## src/rtl/clk_net_pkg.sv

```systemverilog
// clk_net_pkg: shared FSM state encoding and default timing constants for clock selection
package clk_net_pkg;
    typedef enum logic [1:0] {IDLE, SWITCH, SETTLE} state_t;
    localparam int DEF_TIMEOUT    = 16;
    localparam int DEF_OK_EDGES   = 4;
    localparam int DEF_SETTLE_CYC = 8;
endpackage

```

## src/rtl/clk_activity_mon.sv

```systemverilog
// clk_activity_mon: judges whether a raw clock sampled by the reference clock is alive
module clk_activity_mon
    import clk_net_pkg::*;
#(
    parameter int TIMEOUT  = DEF_TIMEOUT,
    parameter int OK_EDGES = DEF_OK_EDGES
) (
    input  logic clk,
    input  logic rst,
    input  logic mon,
    output logic ok
);
    localparam int IW = $clog2(TIMEOUT + 1);
    localparam int GW = $clog2(OK_EDGES + 1);
    logic [2:0]    r_sync;
    logic [IW-1:0] r_idle;
    logic [GW-1:0] r_good;
    logic          r_ok;
    logic          w_edge;
    logic          w_timeout;
    assign w_edge    = r_sync[1] & ~r_sync[2];
    assign w_timeout = r_idle == IW'(TIMEOUT);
    assign ok        = r_ok;
    // two synchronizer flops plus a history flop, idle/good-edge counters and the registered verdict
    always_ff @(posedge clk) begin
        if (rst) begin
            r_sync <= '0;
            r_idle <= '0;
            r_good <= '0;
            r_ok   <= 1'b0;
        end else begin
            r_sync <= {r_sync[1:0], mon};
            r_idle <= w_edge ? '0 : w_timeout ? r_idle : r_idle + IW'(1);
            r_good <= w_timeout ? '0 : (w_edge && r_good != GW'(OK_EDGES)) ? r_good + GW'(1) : r_good;
            r_ok   <= !w_timeout && r_good == GW'(OK_EDGES);
        end
    end
endmodule

```

## src/rtl/clk_sel_ctrl.sv

```systemverilog
// clk_sel_ctrl: request/failover controller for a glitch-free two-clock mux (automatic failover under CLK_SEL_AUTO_FAILOVER_EN)
module clk_sel_ctrl
    import clk_net_pkg::*;
#(
    parameter int TIMEOUT    = DEF_TIMEOUT,
    parameter int OK_EDGES   = DEF_OK_EDGES,
    parameter int SETTLE_CYC = DEF_SETTLE_CYC
) (
    input  logic clk,
    input  logic rst,
    input  logic clk0_mon,
    input  logic clk1_mon,
    input  logic sw_req,
    input  logic sw_sel,
    output logic sel,
    output logic busy,
    output logic done,
    output logic reject,
    output logic clk0_ok,
    output logic clk1_ok,
    output logic fail_evt
);
    localparam int CW = $clog2(SETTLE_CYC + 1);
    state_t        r_state;
    logic          r_sel;
    logic          r_busy;
    logic          r_done;
    logic          r_reject;
    logic          r_fail;
    logic [CW-1:0] r_cnt;
    logic [1:0]    w_ok;
    logic          w_fo;
    clk_activity_mon #(.TIMEOUT(TIMEOUT), .OK_EDGES(OK_EDGES)) u_mon0 (
        .clk(clk), .rst(rst), .mon(clk0_mon), .ok(clk0_ok)
    );
    clk_activity_mon #(.TIMEOUT(TIMEOUT), .OK_EDGES(OK_EDGES)) u_mon1 (
        .clk(clk), .rst(rst), .mon(clk1_mon), .ok(clk1_ok)
    );
    assign w_ok = {clk1_ok, clk0_ok};
`ifdef CLK_SEL_AUTO_FAILOVER_EN
    assign w_fo = !w_ok[r_sel] && w_ok[~r_sel];
`else
    assign w_fo = 1'b0;
`endif
    assign sel      = r_sel;
    assign busy     = r_busy;
    assign done     = r_done;
    assign reject   = r_reject;
    assign fail_evt = r_fail;
    // request arbitration, one-cycle select toggle, then a fixed settle window before done
    always_ff @(posedge clk) begin
        if (rst) begin
            r_state  <= IDLE;
            r_sel    <= 1'b0;
            r_busy   <= 1'b0;
            r_done   <= 1'b0;
            r_reject <= 1'b0;
            r_fail   <= 1'b0;
            r_cnt    <= '0;
        end else begin
            r_done   <= 1'b0;
            r_reject <= 1'b0;
            r_fail   <= 1'b0;
            case (r_state)
                IDLE: begin
                    if (sw_req) begin
                        if (sw_sel == r_sel) r_done <= 1'b1;
                        else if (!w_ok[sw_sel]) r_reject <= 1'b1;
                        else begin
                            r_state <= SWITCH;
                            r_busy  <= 1'b1;
                        end
                    end else if (w_fo) begin
                        r_state <= SWITCH;
                        r_busy  <= 1'b1;
                        r_fail  <= 1'b1;
                    end
                end
                SWITCH: begin
                    r_sel   <= ~r_sel;
                    r_cnt   <= '0;
                    r_state <= SETTLE;
                end
                SETTLE: begin
                    if (r_cnt == CW'(SETTLE_CYC - 1)) begin
                        r_state <= IDLE;
                        r_busy  <= 1'b0;
                        r_done  <= 1'b1;
                    end else r_cnt <= r_cnt + CW'(1);
                end
                default: r_state <= IDLE;
            endcase
        end
    end
endmodule

```

## config.mk

```make
export PLATFORM = sky130hd
export DESIGN_NAME = clk_sel_ctrl
export DESIGN_NICKNAME = d
export VERILOG_FILES = /design/src/rtl/clk_net_pkg.sv /design/src/rtl/clk_activity_mon.sv /design/src/rtl/clk_sel_ctrl.sv
export SDC_FILE = /design/constraint.sdc
export NUM_CORES = 1
export LEC_CHECK = 0
export CAP_MARGIN = 30
export CORE_AREA = 2 2 55 57
export CTS_BUF_LIST = sky130_fd_sc_hd__clkbuf_16
export DETAILED_ROUTE_END_ITERATION = 10
export DIE_AREA = 0 0 57 59
export PLACE_DENSITY = 0.76
export REMOVE_ABC_BUFFERS = 1
export SETUP_SLACK_MARGIN = 0.05
export SLEW_MARGIN = 20
export SYNTH_ARGS = -nofsm -noshare
export SYNTH_HDL_FRONTEND = slang
export SYNTH_SLANG_ARGS = --single-unit
```

## constraint.sdc

```tcl
create_clock -name clk -period 1.58 [get_ports clk]
set_input_delay 0.158 -clock clk [delete_from_list [all_inputs] [get_ports clk]]
set_output_delay 0.158 -clock clk [all_outputs]
set_load 0.01 [all_outputs]
```

==> run_results.csv <==
group,metric,value,unit
clocking,clock_latency,280,ps
pwr,p_switching,0.4063,mW
critical_path,cp.required,1770,ps
timing,min_period_over_period,0.9054,
synthesis,synth_common_cells,"dfxtp_1 (34), nor3_1 (14), nand3_1 (13)",
synthesis,synth_area_per_cell,9.234,um^2
floorplan,fp.coreArea,0.002710,mm^2
critical_path,worst-path-max-fanout,6,
clocking,clockBufferDepth,2,
synthesis,synth_top_cells_by_area,"dfxtp_1 (45%), ha_1 (7.5%), nor3_1 (4.7%), nand3_1 (4.3%), a21oi_1 (3.7%)",
timing,finalMaxSlewViolations,0,
timing,hold_ws,440.3,ps
pwr,power_density,1081,mW/mm^2
grt,grt_pass1_vias,1086,
place,gp_congestion,0.7902,
clocking,numCtsBuffers,5,
place,hpwl,1954,um
pwr,vdd_ir_drop_max,1350,uV
route,drcViolationCount,0,
final_layout,layout.nets,189,
run,cap_violations,0,
critical_path,end_kind,"flop",
floorplan,fp.dieW,57,um
synthesis,synthMuxAreaShare,0.02078,
clocking,clk_pin_slew_worst_paths,50,ps
final_layout,multi_input_area,749.5,um^2
final_layout,final_cells,206,
final_layout,regArea,680.7,um^2
clocking,cts_setup_buffers,0,
pwr,switching_share,0.2125,
place,post_dp_cell_area,0.001627,mm^2
route,firstDrtPassIters,4,
clocking,cts_hold_buffers,0,
timing,hold_viol_final,0,
floorplan,rows,19,
critical_path,ff2ff_setup_slack,150,ps
timing,fin_setup_tns,0,ps
synthesis,synth_flop_cell,"dfxtp_1",
pwr,clockPowerShare,0.472,
critical_path,startpoint_type,"flop",
clocking,cts_resized,0,
timing,fmax,699.0,MHz
route,vias,1154,
grt,grt_overflow,0,
floorplan,initial_utilization,0.5554,
synthesis,synth_edf_count,0,
synthesis,synth_top_family_by_area,"simple AND/OR/NAND/NOR gates",
floorplan,dieArea,0.003363,mm^2
synthesis,synth_top_cell_area_share,0.4522,
synthesis,yosys.cell_types.count,37,
run_status,status,"complete, no violations",
synthesis,yosys_warnings,0,
grt,grt_pass1_wl,4609,um
route,routedWlPerCell,12.80,um
clocking,clockRootBuffer,"clkbuf_16",
synthesis,synth-simple-area-share,0.2502,
grt,grt_antenna_before_repair,0,
synthesis,yosysTopAreaCell,"dfxtp_1",
route,drtIter0Drc,33,
synthesis,synth_seq_cells,34,
min_path,hold_class,"in2reg",
critical_path,r2r-start,"u_mon0.r_idle[0]",
pwr,power,1.912,mW
synthesis,ys_seq_area_frac,0.4522,
synthesis,async_flop_share,0,
grt,grt_usage,0.1805,
floorplan,die_y,59,um
grt,grt_start_max_net_pins,12,
place,place_inst,198,
pwr,cell_internal_pwr,1.505,mW
pwr,p_seq_frac,0.471,
final_layout,final_area,0.001769,mm^2
pwr,power.leakage,0.6458,nW
clocking,cts_sinks,34,
synthesis,syn_area,0.001505,mm^2
final_layout,layout-drive-gt1-share,0.08571,
critical_path,arrival,1620,ps
synthesis,yosysMostFrequentCell,"dfxtp_1",
final_layout,fillers,218,
final_layout,area_growth,17.54,%
synthesis,synth_compound_area_frac,0.08811,
critical_path,timing.rr.end,"u_mon0.r_idle[2]",
place,io_buffers,11,
route,ant_nets,0,
route,wl,2637,um
timing,period_needed,1431,ps
synthesis,synth_xor_area_frac,0.05819,
clocking,cts_tree,"yes",
synthesis,synth_fa_ha_area_frac,0.07481,
floorplan,ioPinCount,13,
critical_path,startpoint,"u_mon0.r_idle[0]",
timing,rsz0062_at_grt,"false",
critical_path,critPathKind,"reg2reg",
timing,finClkSkew,7.368,ps
final_layout,antenna_cells,0,
synthesis,synthCells,163,
clocking,htreeDepth,2,
route,vias_per_cell,5.602,
critical_path,crit_path_end,"u_mon0.r_idle[2]",
timing,setup_viol,0,
pwr,pwr-share-comb,0.057,
critical_path,rr_worst_depth,5,
layout make-up:
class,count,share of cell area
Clock buffer,5,0.07072
Clock inverter,3,0.007072
Inverter,10,0.02122
Multi-Input combinational cell,110,0.4236
Sequential cell,34,0.3847
Tap cell,31,0.02192
Timing Repair Buffer,13,0.07072
power by group through the flow:
stage | logic, mW | registers, mW | clock network (mW)
finish | 0.109 | 0.901 | 0.902
global route | 0.123 | 0.904 | 0.956
CTS | 0.109 | 0.901 | 0.918
detailed placement | 0.108 | 0.919 | 0
global placement | 0.101 | 0.917 | 0
floorplan | 0.0624 | 0.915 | 0
critical path: stages (launching register included):
cell	delay, ps
dfxtp_1	350
inv_1	80
ha_1	200
and4bb_2	270
or2_4	270
nor3_1	180
cells by family after synthesis:
logic type,Yosys count
and+or+nand+nor,64
other,1
buffers and inverters,19
adders and majority gates,9
xor gates and xnor gates,10
muxes,3
DFF,34
AOI/OAI and AO/OA,23
per-stage QoR:
stage | utilization | setup WS, ps
floorplan | - | 203.8
global placement | 0.6002 | 135.7
detailed placement | 0.6002 | 98.59
CTS | 0.6510 | 99.93
global route | 0.6528 | 58.02
finish | 0.6528 | 149.4
registers in the layout, summed over array words and instances, names as in the netlist:
register / cells
busy: 1
done: 1
r_cnt: 4
r_state: 2
reject: 1
sel: 1
u_mon0.ok: 1
u_mon0.r_good: 3
u_mon0.r_idle: 5
u_mon0.r_sync: 3
u_mon1.ok: 1
u_mon1.r_good: 3
u_mon1.r_idle: 5
u_mon1.r_sync: 3
metal layers:
layer,wire (um),GRT usage,vias to the layer above
met4,72,0.09302,0
met1,1143,0.1961,533
met3,138,0.07205,10
met5,0,0,-
met2,1283,0.3054,31
li1,-,-,580
placed cells by master (no fill, tap or decap), drive strengths merged, types with 3 or more instances in the layout:
master / synthesis / layout
a21oi: 11 / 11
clkbuf: 7 / 5
clkdlybuf4s50: 0 / 11
dfxtp: 34 / 34
ha: 9 / 9
inv: 10 / 11
nand2: 5 / 5
nand2b: 4 / 4
nand3: 13 / 13
nor2: 4 / 4
nor2b: 8 / 8
nor3: 14 / 14
o21ai: 5 / 5
or3: 3 / 3
xnor2: 4 / 4
xor2: 6 / 6
worst min path at each step:
stage,startpoint,to,slack (ps),depth (start not counted)
after detailed placement,u_mon0.r_sync[0],u_mon0.r_sync[1],430,1
after global placement,u_mon1.r_sync[0],u_mon1.r_sync[1],420,1
final,clk0_mon,u_mon0.r_sync[0],440,2
after global routing,clk0_mon,u_mon0.r_sync[0],450,2
after floorplan,rst,busy,230,1
after CTS,clk0_mon,u_mon0.r_sync[0],440,2
Note: power is estimated with default switching activity, not from simulation.
